**config.mk**
```make
export PLATFORM = sky130hd
export DESIGN_NAME = aw_router
export DESIGN_NICKNAME = d
export VERILOG_FILES = /design/src/rtl/aw_router_pkg.sv /design/src/rtl/aw_router_addr_decode.sv /design/src/rtl/aw_router.sv
export SDC_FILE = /design/constraint.sdc
export NUM_CORES = 1
export LEC_CHECK = 0
export ABC_AREA = 1
export CAP_MARGIN = 0
export CORE_MARGIN = 3
export CORE_UTILIZATION = 34
export CTS_CLUSTER_SIZE = 8
export DETAILED_ROUTE_END_ITERATION = 10
export PLACE_DENSITY = 0.88
export SETUP_SLACK_MARGIN = 0.2
export SLEW_MARGIN = 20
export SYNTH_ARGS = -nofsm -noshare
export SYNTH_HDL_FRONTEND = slang
export SYNTH_SLANG_ARGS = --single-unit
```
**constraint.sdc**
```tcl
create_clock -name clk -period 1.9 [get_ports clk]
set_input_delay 0.38 -clock clk [delete_from_list [all_inputs] [get_ports clk]]
set_output_delay 0.38 -clock clk [all_outputs]
set_load 0.02 [all_outputs]
```
**src/rtl/aw_router_pkg.sv**
```systemverilog
// Shared AXI-lite interconnect definitions: slave count, select width, the
// default/error slave index and the write-path state encoding. Also used by
// the B-channel response router and the future read-address router.
package aw_router_pkg;

    localparam int NUM_SLAVES = 5;
    localparam int SEL_W      = 3;

    typedef logic [SEL_W-1:0]      sel_t;
    typedef logic [NUM_SLAVES-1:0] slv_vec_t;

    // Unmapped regions land on the last slave, which answers with an error.
    localparam sel_t DEFAULT_SLAVE = 3'd4;

    // Write-path phases: wait for AW, forward AW, forward W, wait for B.
    typedef enum logic [1:0] {
        ST_IDLE = 2'd0,
        ST_AW   = 2'd1,
        ST_W    = 2'd2,
        ST_B    = 2'd3
    } wr_state_e;

    // One-hot slave vector for a select index; out-of-range indices give 0.
    function automatic slv_vec_t sel_onehot(input sel_t sel);
        slv_vec_t vec;
        vec = '0;
        for (int i = 0; i < NUM_SLAVES; i++) begin
            if (sel == sel_t'(i)) begin
                vec[i] = 1'b1;
            end
        end
        return vec;
    endfunction

    // Pick the bit of a per-slave vector belonging to the selected slave.
    function automatic logic sel_bit(input slv_vec_t vec, input sel_t sel);
        return |(vec & sel_onehot(sel));
    endfunction

endpackage

```
**src/rtl/aw_router_addr_decode.sv**
```systemverilog
// Combinational address-to-slave decoder. The 3-bit region field above the
// 4 KB page offset picks the slave; regions beyond the last slave go to the
// default/error slave. Shared with the read-address router.
module aw_addr_decode
    import aw_router_pkg::*;
#(
    parameter int ADDR_W  = 32,
    parameter int SEL_LSB = 12
) (
    input  logic [ADDR_W-1:0] addr,
    output logic [SEL_W-1:0]  sel
);

    sel_t region;
    logic unused_addr_bits;

    // Only the region field matters; the rest of the address is ignored here.
    assign unused_addr_bits = ^{addr[ADDR_W-1:SEL_LSB+3], addr[SEL_LSB-1:0]};

    // Map region 0..NUM_SLAVES-1 directly, everything above to the default slave.
    always_comb begin
        region = addr[SEL_LSB+2:SEL_LSB];
        if (region < sel_t'(NUM_SLAVES)) begin
            sel = region;
        end else begin
            sel = DEFAULT_SLAVE;
        end
    end

endmodule

```
**src/rtl/aw_router.sv**
```systemverilog
// Write-path front end of the AXI-lite interconnect. Accepts one AW from the
// master, decodes it to a slave, forwards AW then W to that slave and holds
// aw_sel_q stable until the master sees its B handshake, so the B router can
// steer the response. Only one write is ever in flight.
module aw_router
    import aw_router_pkg::*;
#(
    parameter int ADDR_W  = 32,
    parameter int DATA_W  = 32,
    parameter int SEL_LSB = 12
) (
    input  logic                  clk,
    input  logic                  rst_n,

    // Master AW channel
    input  logic [ADDR_W-1:0]     m_awaddr,
    input  logic                  m_awvalid,
    output logic                  m_awready,

    // Master W channel
    input  logic [DATA_W-1:0]     m_wdata,
    input  logic [DATA_W/8-1:0]   m_wstrb,
    input  logic                  m_wvalid,
    output logic                  m_wready,

    // Master B channel, observed only
    input  logic                  m_bvalid,
    input  logic                  m_bready,

    // Slave AW channel
    output logic [ADDR_W-1:0]     s_awaddr,
    output logic                  s_awvalid0,
    output logic                  s_awvalid1,
    output logic                  s_awvalid2,
    output logic                  s_awvalid3,
    output logic                  s_awvalid4,
    input  logic                  s_awready0,
    input  logic                  s_awready1,
    input  logic                  s_awready2,
    input  logic                  s_awready3,
    input  logic                  s_awready4,

    // Slave W channel
    output logic [DATA_W-1:0]     s_wdata,
    output logic [DATA_W/8-1:0]   s_wstrb,
    output logic                  s_wvalid0,
    output logic                  s_wvalid1,
    output logic                  s_wvalid2,
    output logic                  s_wvalid3,
    output logic                  s_wvalid4,
    input  logic                  s_wready0,
    input  logic                  s_wready1,
    input  logic                  s_wready2,
    input  logic                  s_wready3,
    input  logic                  s_wready4,

    // Registered slave index for the B router
    output logic [SEL_W-1:0]      aw_sel_q
);

    wr_state_e         state_q,   state_d;
    logic [ADDR_W-1:0] addr_q,    addr_d;
    sel_t              aw_sel_d;
    slv_vec_t          awvalid_q, awvalid_d;
    logic              awready_q, awready_d;

    sel_t              dec_sel;
    slv_vec_t          s_awready_vec;
    slv_vec_t          s_wready_vec;
    slv_vec_t          s_wvalid_vec;
    logic              sel_awready;
    logic              sel_wready;
    logic              aw_accept;
    logic              w_xfer;
    logic              b_xfer;

    aw_addr_decode #(
        .ADDR_W  (ADDR_W),
        .SEL_LSB (SEL_LSB)
    ) u_decode (
        .addr (m_awaddr),
        .sel  (dec_sel)
    );

    assign s_awready_vec = {s_awready4, s_awready3, s_awready2, s_awready1, s_awready0};
    assign s_wready_vec  = {s_wready4,  s_wready3,  s_wready2,  s_wready1,  s_wready0};

    assign sel_awready = sel_bit(s_awready_vec, aw_sel_q);
    assign sel_wready  = sel_bit(s_wready_vec,  aw_sel_q);

    // awready_q is high exactly while idle, so it doubles as the IDLE qualifier.
    assign aw_accept = m_awvalid & awready_q;
    assign w_xfer    = (state_q == ST_W) & m_wvalid & sel_wready;
    assign b_xfer    = m_bvalid & m_bready;

    // Next-state and registered-output logic for the write-path sequencer.
    always_comb begin
        // NOTE: every signal written here gets a default first, so no path
        // through the case leaves one unassigned and no latch is inferred.
        state_d   = state_q;
        addr_d    = addr_q;
        aw_sel_d  = aw_sel_q;
        awvalid_d = awvalid_q;
        awready_d = awready_q;

        unique case (state_q)
            ST_IDLE: begin
                if (aw_accept) begin
                    state_d   = ST_AW;
                    addr_d    = m_awaddr;
                    aw_sel_d  = dec_sel;
                    awvalid_d = sel_onehot(dec_sel);
                    awready_d = 1'b0;
                end
            end
            ST_AW: begin
                if (sel_awready) begin
                    state_d   = ST_W;
                    awvalid_d = '0;
                end
            end
            ST_W: begin
                if (w_xfer) begin
                    state_d = ST_B;
                end
            end
            ST_B: begin
                if (b_xfer) begin
                    state_d   = ST_IDLE;
                    awready_d = 1'b1;
                end
            end
            default: begin
                state_d   = ST_IDLE;
                awvalid_d = '0;
                awready_d = 1'b1;
            end
        endcase
    end

    // State, latched address, select and AW-side handshake registers.
    always_ff @(posedge clk or negedge rst_n) begin
        // NOTE: the address register is reset along with the control state so
        // s_awaddr shows a defined value straight out of reset.
        if (!rst_n) begin
            state_q   <= ST_IDLE;
            addr_q    <= '0;
            aw_sel_q  <= '0;
            awvalid_q <= '0;
            awready_q <= 1'b1;
        end else begin
            // NOTE: non-blocking assignments keep every flop sampling the
            // pre-edge values, independent of statement order.
            state_q   <= state_d;
            addr_q    <= addr_d;
            aw_sel_q  <= aw_sel_d;
            awvalid_q <= awvalid_d;
            awready_q <= awready_d;
        end
    end

    // W channel is a straight pass-through to/from the selected slave, W state only.
    always_comb begin
        s_wvalid_vec = '0;
        m_wready     = 1'b0;
        if (state_q == ST_W) begin
            s_wvalid_vec = m_wvalid ? sel_onehot(aw_sel_q) : '0;
            m_wready     = sel_wready;
        end
    end

    assign m_awready  = awready_q;
    assign s_awaddr   = addr_q;
    assign s_wdata    = m_wdata;
    assign s_wstrb    = m_wstrb;

    assign s_awvalid0 = awvalid_q[0];
    assign s_awvalid1 = awvalid_q[1];
    assign s_awvalid2 = awvalid_q[2];
    assign s_awvalid3 = awvalid_q[3];
    assign s_awvalid4 = awvalid_q[4];

    assign s_wvalid0  = s_wvalid_vec[0];
    assign s_wvalid1  = s_wvalid_vec[1];
    assign s_wvalid2  = s_wvalid_vec[2];
    assign s_wvalid3  = s_wvalid_vec[3];
    assign s_wvalid4  = s_wvalid_vec[4];

endmodule

```
# After elaboration in Yosys (flattened, before gate mapping)

Cells that the tools add are included.

Bits in registers: 43
Bits of input ports: 84
Output and inout port bits: 83
Logic and storage cells: 63

Order comparisons: 1
Eq/ne operators: 15
Multiplexer cells: 25
Bitwise operators: 6
Reduce and logical (&&, ||, !) cells: 11

Operators with widths:

| operator                                                        | count |
|---|---|
| 5-bit 2-to-1 mux                                                | 4 |
| 1-bit 2-to-1 mux                                                | 13 |
| 3-bit by 2-bit == test with 1-bit output, second input constant | 4 |
| 5-bit bitwise AND                                               | 2 |
| 5-bit one-hot mux with 2 select lines                           | 1 |
| 5-bit OR reduction                                              | 2 |
| 2-bit 2-to-1 mux                                                | 4 |
| 2-bit != test, second input constant                            | 4 |
| 2-bit one-hot mux with 4 select lines                           | 1 |
| 3-bit by 1-bit == test with 1-bit output, second input constant | 2 |
| 3-bit == test, second input constant                            | 2 |
| 3-bit zero test                                                 | 2 |
| 3-bit AND reduction                                             | 2 |
| 1-bit bitwise AND                                               | 4 |
| 2-bit == test, second input constant                            | 2 |
| 4-bit AND reduction                                             | 1 |
| 2-bit nonzero test                                              | 2 |
| 3-bit < comparator, second input constant                       | 1 |
| 3-bit 2-to-1 mux                                                | 1 |
| 2-bit by 1-bit == test with 1-bit output, second input constant | 1 |
| 2-bit zero test                                                 | 1 |
| 1-bit one-hot mux with 2 select lines                           | 1 |
| 2-bit AND reduction                                             | 1 |

# Logic depth before layout (Yosys ltp)

Gate-level depths: netlist of run 1.

Depth after elaboration: 7
Gate-level depth with buffers: 11
Mapped depth without buffers: 10

# Modules after synthesis

A second synthesis of run 1 with hierarchy kept.

Cell total of the unflattened synthesis: 214
Area, all modules: 2321.0 sq um

By module, submodules not included:

| module         | times used | cells each | area each (sq um) |
|---|---|---|---|
| aw_router      | 1          | 209        | 2302.2 |
| aw_addr_decode | 1          | 5          | 18.8 |

# Worst setup path after synthesis of run 1

OpenSTA, ideal clock, no wires.

Path kind: register -> output
From: register aw_sel_q[0]
To: output s_wvalid1
Arrival time: 1384 ps
Required time: 1520 ps
Slack: 136 ps
Cell stages (with the launch flop): 4
Path through: dfrtp_1 > buf_4 > inv_1 > nor4_1

Cells in the longest elaborated chain, start to end: 4

RTL lines:

| element                                  | line                | text |
|---|---|---|
| from (decl)                              | aw_router.sv:58     | `output logic [SEL_W-1:0] aw_sel_q` |
| from (signal assigned)                   | aw_router.sv:156    | `aw_sel_q <= aw_sel_d;` |
| 3-bit by 1-bit == test with 1-bit output | aw_router_pkg.sv:28 | `if (sel == sel_t'(i)) begin` |
| 1-bit 2-to-1 mux                         | aw_router_pkg.sv:28 |  |
| 5-bit 2-to-1 mux                         | aw_router.sv:167    | `s_wvalid_vec = m_wvalid ? sel_onehot(aw_sel_q) : '0;` |
| 5-bit 2-to-1 mux                         | aw_router.sv:166    | `if (state_q == ST_W) begin` |
| to (decl)                                | aw_router.sv:47     | `output logic s_wvalid1,` |

No other way between the ends.

# Final worst setup path of run 1

From: register aw_sel_q[2]
To: output m_wready

Cells in the longest elaborated chain, start to end: 5
Elaborated cells between the ends (all ways): 13

RTL lines:

| element                                                                | line                | text |
|---|---|---|
| 3-bit by 1-bit == test with 1-bit output, or another cell as far along | aw_router_pkg.sv:28 |  |
| 1-bit 2-to-1 mux                                                       | aw_router_pkg.sv:28 |  |
| 5-bit bitwise AND *                                                    | aw_router_pkg.sv:37 | `return \|(vec & sel_onehot(sel));` |
| 5-bit OR reduction *                                                   | aw_router_pkg.sv:37 |  |
| 1-bit 2-to-1 mux *                                                     | aw_router.sv:166    |  |
| to (decl)                                                              | aw_router.sv:24     | `output logic m_wready,` |

Mark *: on every way between the ends. The rest lies on a longest branch, timed or not.

==> flow_summary_export.csv, run 1 <==
group,metric,value,unit
run_status,run_status,"finished, final reports clean",
floorplanning,boundaryPins,167,
global_route,grt_use_total,15.3,%
pwr,vdd.ir_drop.worst,806,uV
placed_design,place_inst,413,
timing,transition_time_of_the_tightest_slew_check_pin,0.487,ns
yosys,ys_dominant_reg_cell,"sky130_fd_sc_hd__dfrtp_1",
timing,finish_stage_setup_viols,0,
worst_setup_path,startpoint_type,"register",
routing,wl,6.09,mm
worst_setup_path,path_max_fanout,6,
placed_design,place_congestion,0.797,
placed_design,hpwlAfterDp,4.20,mm
timing,timing.max_slew.rel_slack,67.2,%
clocking,cts-root-to-sink-buffers,2,
cells_and_area,layout.area.seq,0.00108,sq mm
worst_setup_path,critPathTopFamily,"flip-flops",
clocking,hold_buffers,0,
floorplanning,floorplan.die.width,86.6,um
global_route,grt_overflow_total,0,
yosys,yosys-top-cells-area,"sky130_fd_sc_hd__dfrtp_1 48%, sky130_fd_sc_hd__nand2_1 19%, sky130_fd_sc_hd__buf_4 13%, sky130_fd_sc_hd__nand3_1 2.9%, sky130_fd_sc_hd__inv_1 2.5%",
yosys,netlist_top_cells_count,"113 x sky130_fd_sc_hd__nand2_1, 42 x sky130_fd_sc_hd__dfrtp_1, 37 x sky130_fd_sc_hd__buf_4",
clocking,cts_inserted_buffers,5,
yosys,synth.yosys.warnings,0,
global_route,number_of_global_route_vias_before_repair,2035,
clocking,clkTransAtPathRegs,0.08,ns
routing,drt_drc_violations_left,0,
timing,count_of_final_max_slew_check_failures,0,
routing,antenna_violating_nets_remaining,0,
routing,drt_first_iter_violations,56,
global_route,antenna_found_initial,0,
placed_design,place.port_buffers,94,
worst_setup_path,required,1.52,ns
worst_setup_path,crit_path_cell_trace,"inv_2, nand3_2, nor2_1, nor2_1, a31oi_2, buf_4",
clocking,htree_levels,2,
routing,dr_total_vias,2032,
cells_and_area,nNetsFinal,452,
clocking,cts_root_buf,"sky130_fd_sc_hd__clkbuf_8",
yosys,netlist_instances,271,
yosys,synth_area_per_cell,8.15,sq um
clocking,cts_sinks,43,
timing,grt_setup_unrepaired,"true",
timing,finalWorstPathRequiredPeriod,1.83,ns
pwr,power.static_leakage,1.75,nW
cells_and_area,layout-drive-gt1-share,21.6,%
worst_setup_path,cp_buf_inv_count,2,
flow_run,max-cap-violations,0,
worst_setup_path,timing.critical_path.mode_cell,"sky130_fd_sc_hd__nor2_1",
yosys,postSynthRegisterBits,43,
cells_and_area,multi_input_area,871,sq um
yosys,syn_nets,359,
global_route,grt_max_degree,40,
clocking,clock_latency,0.29,ns
timing,post-route-period-util,96.2,%
global_route,grt_first_pass_wirelength,9.19,mm
routing,detail_route.first_pass.iterations,4,
pwr,pwr_density_cell,1630,mW/mm^2
yosys,ys_async_sr_fraction,100,%
floorplanning,row_count,28,
routing,viasPerCell,4.62,
yosys,synth_top_area_cell,"sky130_fd_sc_hd__dfrtp_1",
floorplanning,dieArea,0.00750,sq mm
clocking,clock_tree_from_tritoncts,"yes",
cells_and_area,syn_to_final_growth,59.3,%
timing,clock.fmax,547,MHz
routing,route.detailed.wl_per_inst,13.8,um
yosys,synth_top_area_share,47.6,%
worst_setup_path,crit_arrival,1.45,ns
timing,final.setup_skew,0.00571,ns
pwr,power.total,0.00573,W
worst_setup_path,critPathKind,"reg2out",
yosys,synth-edff-count,0,
cells_and_area,count_of_antenna_diodes_in_the_layout,0,
worst_setup_path,crit_path_max_incr_delay,0.41,ns
floorplanning,die-height,86.6,um
floorplanning,floorplan.initialDensity,36.2,%
cells_and_area,fill_cells,544,
floorplanning,core_area,0.00610,sq mm
yosys,synth_seq_area_share,48.8,%
cells_and_area,fin_util,57.7,%
yosys,mappedNetlistArea,0.00221,sq mm
yosys,ys_types,22,
yosys,synth.most_common_cell,"sky130_fd_sc_hd__nand2_1",
worst_setup_path,cpMaxStageDelayCell,"sky130_fd_sc_hd__dfrtp_1",
hold_path,hold_class,"in2async",
cells_and_area,final_cells,440,
worst_setup_path,crit_path_end_kind,"output pin",
timing,report.final.hold_viol_count,0,
-- power by group --
group          total, W  switching [W]  internal [W]  leakage [nW]
combinational   0.00336        0.00175       0.00161          1.15
clock          0.000736       0.000311      0.000425        0.0612
sequential      0.00163       0.000281       0.00135         0.539
-- area by class of cell --
type	instances	area share [%]
sequential	43	30.7
timing repair inverter	3	0.747
timing repair buffer	128	35.1
clock inverter	2	0.996
clock buffer	6	2.35
inverter	18	2.74
multi-input combinational	165	24.8
tap	75	2.67
-- what timing repair did --
action	4_1_cts	5_1_grt
pin swaps	5	4
cloned	0	3
setup buffers	4	12
resized for setup	48	41
endpoints found under the setup margin	45	47
-- layer usage --
metal	share of wire (%)	track usage (%)	vias up
li1	-	-	999
met1	39	17.5	941
met2	52	27.3	73
met3	6.2	3.90	19
met4	2.7	5.67	0
met5	0	0	-
-- worst reg2reg max path, stage by stage (launching register included) --
cell and delay [ns]:
sky130_fd_sc_hd__dfrtp_1 0.41, sky130_fd_sc_hd__inv_2 0.12, sky130_fd_sc_hd__buf_4 0.13, sky130_fd_sc_hd__buf_4 0.12, sky130_fd_sc_hd__nand4_1 0.09, sky130_fd_sc_hd__nand2_1 0.08, sky130_fd_sc_hd__nor2_1 0.05, sky130_fd_sc_hd__nand2_1 0.11
sky130_fd_sc_hd__nand2_1 0.09, sky130_fd_sc_hd__nor2_2 0.14, sky130_fd_sc_hd__nand2_1 0.08, sky130_fd_sc_hd__nand2_1 0.07, sky130_fd_sc_hd__nand2_1 0.05
-- final timing paths --
| path | to | cells after the start | slack, ns | start |
|---|---|---|---|---|
| max in group asynchronous | awvalid_q[4] | 2 | 1.35 | rst_n |
| min in group clk | s_awaddr[29] | 2 | 0.48 | s_awaddr[29] |
| max | m_wready | 6 | 0.07 | aw_sel_q[2] |
| min reg2reg | s_awaddr[29] | 2 | 0.48 | s_awaddr[29] |
| min | s_awaddr[0] | 1 | 0.04 | rst_n |
| max reg2reg | state_q[0] | 12 | 0.26 | aw_sel_q[2] |
-- registers in the layout, indices dropped and copies added, names as in the netlist --
register / count
s_awaddr: 32
awvalid_q: 5
aw_sel_q: 3
state_q: 2
m_awready: 1
-- kinds of logic (layout without fill, tap and decap cells) --
kind of cell	count (synthesis)	count (layout)	synth area share [%]
buffers and inverters	63	157	17.6
DFF	43	43	48.8
adders and majority gates	4	4	2.27
and+or+nand+nor	143	143	26.7
AOI/OAI and AO/OA	18	18	4.59
-- metrics by stage --
step                setup slack (ns)  setup TNS, ns  hold slack, ns  instance area (sq um)
floorplan                      0.136              0          0.0844                   2210
global placement              -0.286          -1.38           0.359                   3070
detailed placement            -0.337          -1.66           0.377                   3070
CTS                            0.101              0          0.0574                   3230
global route                  0.0125              0          0.0671                   3520
finish                        0.0719              0          0.0414                   3520
-- layout by cell type, fill, tap and decap left out, drive strengths merged --
master	count
a31oi	1
dfstp	1
o21ai	12
nand3	13
nand4	4
dlymetal6s2s	5
o211ai	1
nand2	113
bufinv	2
nor3	1
inv	20
clkbuf	6
nor2	9
dfrtp	42
buf	41
clkinv	1
ha	4
dlygate4sd2	5
clkdlybuf4s50	77
nor4	3
a21oi	3
o31ai	1
No activity file was read; power rests on OpenSTA's default activity.
==> run 2, diff against run 1 <==
- SETUP_SLACK_MARGIN: 0.2 -> not set
==> flow_summary_export.csv, run 2 (synthesis results as in run 1) <==
group,metric,value,unit
run_status,run_status,"finished, final reports clean",
timing,post-route-period-util,99.5,%
worst_setup_path,crit_path_max_incr_delay,0.49,ns
clocking,clkTransAtPathRegs,0.08,ns
timing,hold_slack,0.160,ns
timing,timing.max_slew.rel_slack,63.8,%
routing,drt_first_iter_violations,60,
floorplanning,dieArea,0.00750,sq mm
global_route,grt_first_pass_wirelength,9.05,mm
placed_design,hpwlAfterDp,4.20,mm
timing,report.final.hold_viol_count,0,
routing,drt_drc_violations_left,0,
routing,antenna_violating_nets_remaining,0,
floorplanning,floorplan.die.width,86.6,um
routing,detail_route.first_pass.iterations,4,
global_route,grt_max_degree,44,
pwr,power.static_leakage,1.58,nW
placed_design,place.port_buffers,94,
worst_setup_path,path_max_fanout,8,
pwr,power.total,0.00525,W
placed_design,place_congestion,0.789,
floorplanning,die-height,86.6,um
cells_and_area,fill_cells,585,
timing,final.setup_skew,0.00525,ns
worst_setup_path,crit_path_end_kind,"output pin",
routing,highest-signal-layer,"met4",
clocking,cts_inserted_buffers,5,
worst_setup_path,critPathKind,"reg2out",
clocking,htree_levels,2,
timing,transition_time_of_the_tightest_slew_check_pin,0.543,ns
clocking,clock_latency,0.29,ns
worst_setup_path,cp_buf_inv_count,1,
cells_and_area,final_common_cell,"sky130_fd_sc_hd__nand2_1",
timing,final.setup.tns,0,ns
timing,count_of_final_max_slew_check_failures,0,
worst_setup_path,required,1.52,ns
worst_setup_path,crit_path_cell_trace,"nand3_1, nor2_1, nor2_1, a31oi_2, buf_4",
flow_run,max-cap-violations,0,
worst_setup_path,timing.critical_path.mode_cell,"sky130_fd_sc_hd__nor2_1",
clocking,cts_sinks,43,
routing,route.detailed.wl_per_inst,13.4,um
pwr,vdd.ir_drop.worst,784,uV
worst_setup_path,crit_arrival,1.51,ns
cells_and_area,layout-drive-gt1-share,14.9,%
cells_and_area,largest_reg_flops,32,
timing,finish_stage_setup_viols,0,
cells_and_area,count_of_antenna_diodes_in_the_layout,0,
global_route,grt_overflow_total,0,
clocking,cts-root-to-sink-buffers,2,
pwr,pwr_density_cell,1630,mW/mm^2
global_route,number_of_global_route_vias_before_repair,2054,
clocking,cts_root_buf,"sky130_fd_sc_hd__clkbuf_8",
floorplanning,floorplan.initialDensity,36.2,%
worst_setup_path,critPathTopFamily,"flip-flops",
cells_and_area,syn_to_final_growth,45.6,%
cells_and_area,layout.cells.most_common_list,"112 x sky130_fd_sc_hd__nand2_1, 85 x sky130_fd_sc_hd__clkdlybuf4s50_1, 40 x sky130_fd_sc_hd__dfrtp_1",
global_route,antenna_found_initial,0,
global_route,grt_use_total,15.2,%
routing,met3_wirelength,453,um
hold_path,hold_class,"in2async",
routing,wl,5.67,mm
clocking,clock_tree_from_tritoncts,"yes",
floorplanning,core_area,0.00610,sq mm
cells_and_area,nNetsFinal,436,
routing,viasPerCell,4.63,
worst_setup_path,startpoint_type,"register",
routing,dr_total_vias,1959,
timing,clock.fmax,529,MHz
clocking,hold_buffers,0,
floorplanning,row_count,28,
routing,total_routed_wire_length_on_the_met1_layer,2.26,mm
floorplanning,boundaryPins,167,
timing,finalWorstPathRequiredPeriod,1.89,ns
worst_setup_path,cpMaxStageDelayCell,"sky130_fd_sc_hd__dfrtp_2",
routing,route.met2.wl,2.85,mm
==> run 2: cell count changes in the layout (fill, tap and decap cells not counted), moves of 3 or more <==
cell and delta:
sky130_fd_sc_hd__buf_4 -9, sky130_fd_sc_hd__buf_6 -6, sky130_fd_sc_hd__clkdlybuf4s50_1 +8, sky130_fd_sc_hd__dlygate4sd2_1 -5
sky130_fd_sc_hd__dlymetal6s2s_1 -3, sky130_fd_sc_hd__inv_6 -3, sky130_fd_sc_hd__nor2_1 +3
==> run 2: final timing paths <==
path                              from           to  slack [ns]  depth (start not counted)
hold / removal                   rst_n  s_awaddr[8]        0.16                          2
hold reg to reg            s_awaddr[9]  s_awaddr[9]        0.47                          2
max in group asynchronous        rst_n  aw_sel_q[0]        1.34                          2
setup / recovery           aw_sel_q[1]     m_wready        0.01                          5
setup reg to reg            state_q[1]    m_awready        0.13                          9
min in group clk           s_awaddr[9]  s_awaddr[9]        0.47                          2
==> run 2: final cells by class <==
type                       instances  area (sq um)  share of cell area [%]
sequential                        43          1080                    33.6
tap                               75          93.8                    2.92
multi-input combinational        165           791                    24.6
inverter                          18          70.1                    2.18
timing repair buffer             115          1080                    33.5
clock buffer                       6          72.6                    2.26
clock inverter                     1          30.0                   0.934
==> run 2: report_power, final <==
group	internal [W]	leakage, nW	switching [W]
clock network	0.000386	0.0513	0.000300
registers	0.00135	0.539	0.000280
logic	0.00135	0.990	0.00158
==> run 2: what timing repair did <==
action	4_1_cts	5_1_grt
hold endpoints to repair	0	0
endpoints found under the setup margin	8	33
pin swaps	1	3
resized for setup	30	16
buffers inserted	0	3
==> run 2: stage by stage <==
step           utilization, %  instance area [sq um]  instances  setup WS [ns]
2_1_floorplan               -                   2210        271          0.136
3_3_place_gp             50.1                   3050        413         -0.290
3_5_place_dp             50.1                   3050        413         -0.335
4_1_cts                  51.9                   3160        420        0.00310
5_1_grt                  52.7                   3210        423        -0.0562
6_report                 52.7                   3210        423         0.0103
==> run 2: metal layers <==
layer / vias to the layer above / track usage, %
met4: 0 / 6.52
met5: - / 0
met3: 17 / 4.85
li1: 956 / -
met1: 910 / 17.3
met2: 76 / 26.1
==> run 3, diff against run 2 <==
- RECOVER_POWER: not set -> 100
==> flow_summary_export.csv, run 3 (synthesis results as in run 1) <==
group,metric,value,unit
flow_run,max-cap-violations,0,
worst_setup_path,crit_arrival,1.51,ns
cells_and_area,largest_reg_flops,32,
floorplanning,floorplan.initialDensity,36.2,%
placed_design,place_congestion,0.789,
floorplanning,boundaryPins,167,
worst_setup_path,crit_path_end_kind,"output pin",
routing,wl,5.65,mm
placed_design,place_inst,413,
global_route,grt_first_pass_wirelength,9.05,mm
timing,finalWorstPathRequiredPeriod,1.89,ns
timing,report.final.hold_viol_count,0,
worst_setup_path,rrSetupSlack,0.14,ns
worst_setup_path,startpoint_type,"register",
timing,count_of_final_max_slew_check_failures,0,
routing,drt_drc_violations_left,0,
worst_setup_path,path_max_fanout,8,
timing,final.setup.tns,0,ns
pwr,power.static_leakage,1.58,nW
pwr,power_frac_seq,31.0,%
cells_and_area,syn_to_final_growth,45.4,%
pwr,switching_part_of_the_total_power,41.1,%
timing,transition_time_of_the_tightest_slew_check_pin,1.07,ns
cells_and_area,multi_input_area,791,sq um
cells_and_area,count_of_antenna_diodes_in_the_layout,0,
global_route,grt_use_total,15.2,%
pwr,pwr_density_cell,1630,mW/mm^2
global_route,number_of_global_route_vias_before_repair,2054,
clocking,clkTransAtPathRegs,0.08,ns
placed_design,place.port_buffers,94,
global_route,grt_max_degree,44,
cells_and_area,final_cells,423,
pwr,clock_power_share,13.1,%
timing,final.setup_skew,0.00725,ns
global_route,antenna_found_initial,0,
cells_and_area,layout.cells.most_common_list,"112 x sky130_fd_sc_hd__nand2_1, 85 x sky130_fd_sc_hd__clkdlybuf4s50_1, 40 x sky130_fd_sc_hd__dfrtp_1",
pwr,vdd.ir_drop.worst,784,uV
floorplanning,dieArea,0.00750,sq mm
routing,antenna_violating_nets_remaining,0,
run_status,run_status,"finished, final reports clean",
cells_and_area,layout-drive-gt1-share,14.9,%
cells_and_area,nNetsFinal,436,
clocking,cts_root_buf,"sky130_fd_sc_hd__clkbuf_8",
clocking,htree_levels,2,
clocking,cts-root-to-sink-buffers,2,
worst_setup_path,required,1.52,ns
global_route,grt_overflow_total,0,
pwr,power.internal,0.00309,W
routing,route.detailed.wl_per_inst,13.4,um
clocking,clock_latency,0.29,ns
floorplanning,floorplan.die.width,86.6,um
floorplanning,core_area,0.00610,sq mm
clocking,cts_inserted_buffers,5,
timing,timing.max_slew.rel_slack,28.6,%
placed_design,hpwlAfterDp,4.20,mm
cells_and_area,fill_cells,586,
worst_setup_path,critPathKind,"reg2out",
routing,dr_total_vias,1949,
clocking,cts_sinks,43,
floorplanning,die-height,86.6,um
routing,viasPerCell,4.61,
pwr,switching_power,0.00216,W
routing,detail_route.first_pass.iterations,4,
cells_and_area,fin_util,52.7,%
timing,post-route-period-util,99.5,%
cells_and_area,final_common_cell,"sky130_fd_sc_hd__nand2_1",
timing,finish_stage_setup_viols,0,
routing,drt_first_iter_violations,60,
timing,clock.fmax,529,MHz
cells_and_area,layout.area.seq,0.00108,sq mm
floorplanning,row_count,28,
hold_path,hold_class,"in2async",
pwr,portion_of_total_power_attributed_to_combinational_logic,55.9,%
clocking,clock_tree_from_tritoncts,"yes",
-- run 3: what timing repair did --
item / 4_1_cts / 5_1_grt
setup buffers: 0 / 3
endpoints found under the setup margin: 8 / 33
hold buffers: 0 / 0
resized for setup: 30 / 16
pin swaps: 1 / 3
-- run 3: worst paths after layout --
kind                       depth (start not counted)        start           to
setup / recovery                                   5  aw_sel_q[1]     m_wready
hold / removal                                     2        rst_n  s_awaddr[5]
setup reg to reg                                   9   state_q[1]    m_awready
hold reg to reg                                    2  s_awaddr[9]  s_awaddr[9]
max in group asynchronous                          2        rst_n  aw_sel_q[0]
min in group clk                                   2  s_awaddr[9]  s_awaddr[9]
-- run 3: per-stage QoR --
step	hold slack, ns	instance area [sq um]	worst slack, ns	power (W)
after detailed placement	0.458	3050	-0.335	0.00445
after CTS	0.171	3160	0.00310	0.00520
after global placement	0.454	3050	-0.290	0.00438
after floorplan	0.0844	2210	0.136	0.00317
final	0.365	3210	0.0101	0.00524
after global routing	0.467	3210	-0.0562	0.00564
-- run 3: final cells by class --
cell class	count	area share, %
inverters	18	2.18
repair buffers	115	33.5
flip-flops and latches	43	33.6
clock buffers	6	2.26
multi-input cells	165	24.6
well taps	75	2.92
clock inverters	1	0.935
-- run 3: routing by layer --
layer  vias up  GRT usage, %  share of wire (%)
met1       902          17.3                 39
met2        74          26.1                 51
li1        956             -                  -
met5         -             0                  0
met3        17          4.85                8.0
met4         0          6.52                2.0
-- run 3: power groups by stage --
stage	clock, W	combinational, W	sequential (W)
finish	0.000685	0.00293	0.00163
global route	0.000743	0.00321	0.00168
CTS	0.000709	0.00287	0.00162
detailed placement	0	0.00284	0.00161
global placement	0	0.00277	0.00161
floorplan	0	0.00110	0.00207
-- run 3: worst max-delay path, cell delays in order (launching register included) --
cell	delay [ns]
sky130_fd_sc_hd__dfrtp_2	0.49
sky130_fd_sc_hd__nand3_1	0.16
sky130_fd_sc_hd__nor2_1	0.05
sky130_fd_sc_hd__nor2_1	0.19
sky130_fd_sc_hd__a31oi_2	0.14
sky130_fd_sc_hd__buf_4	0.18
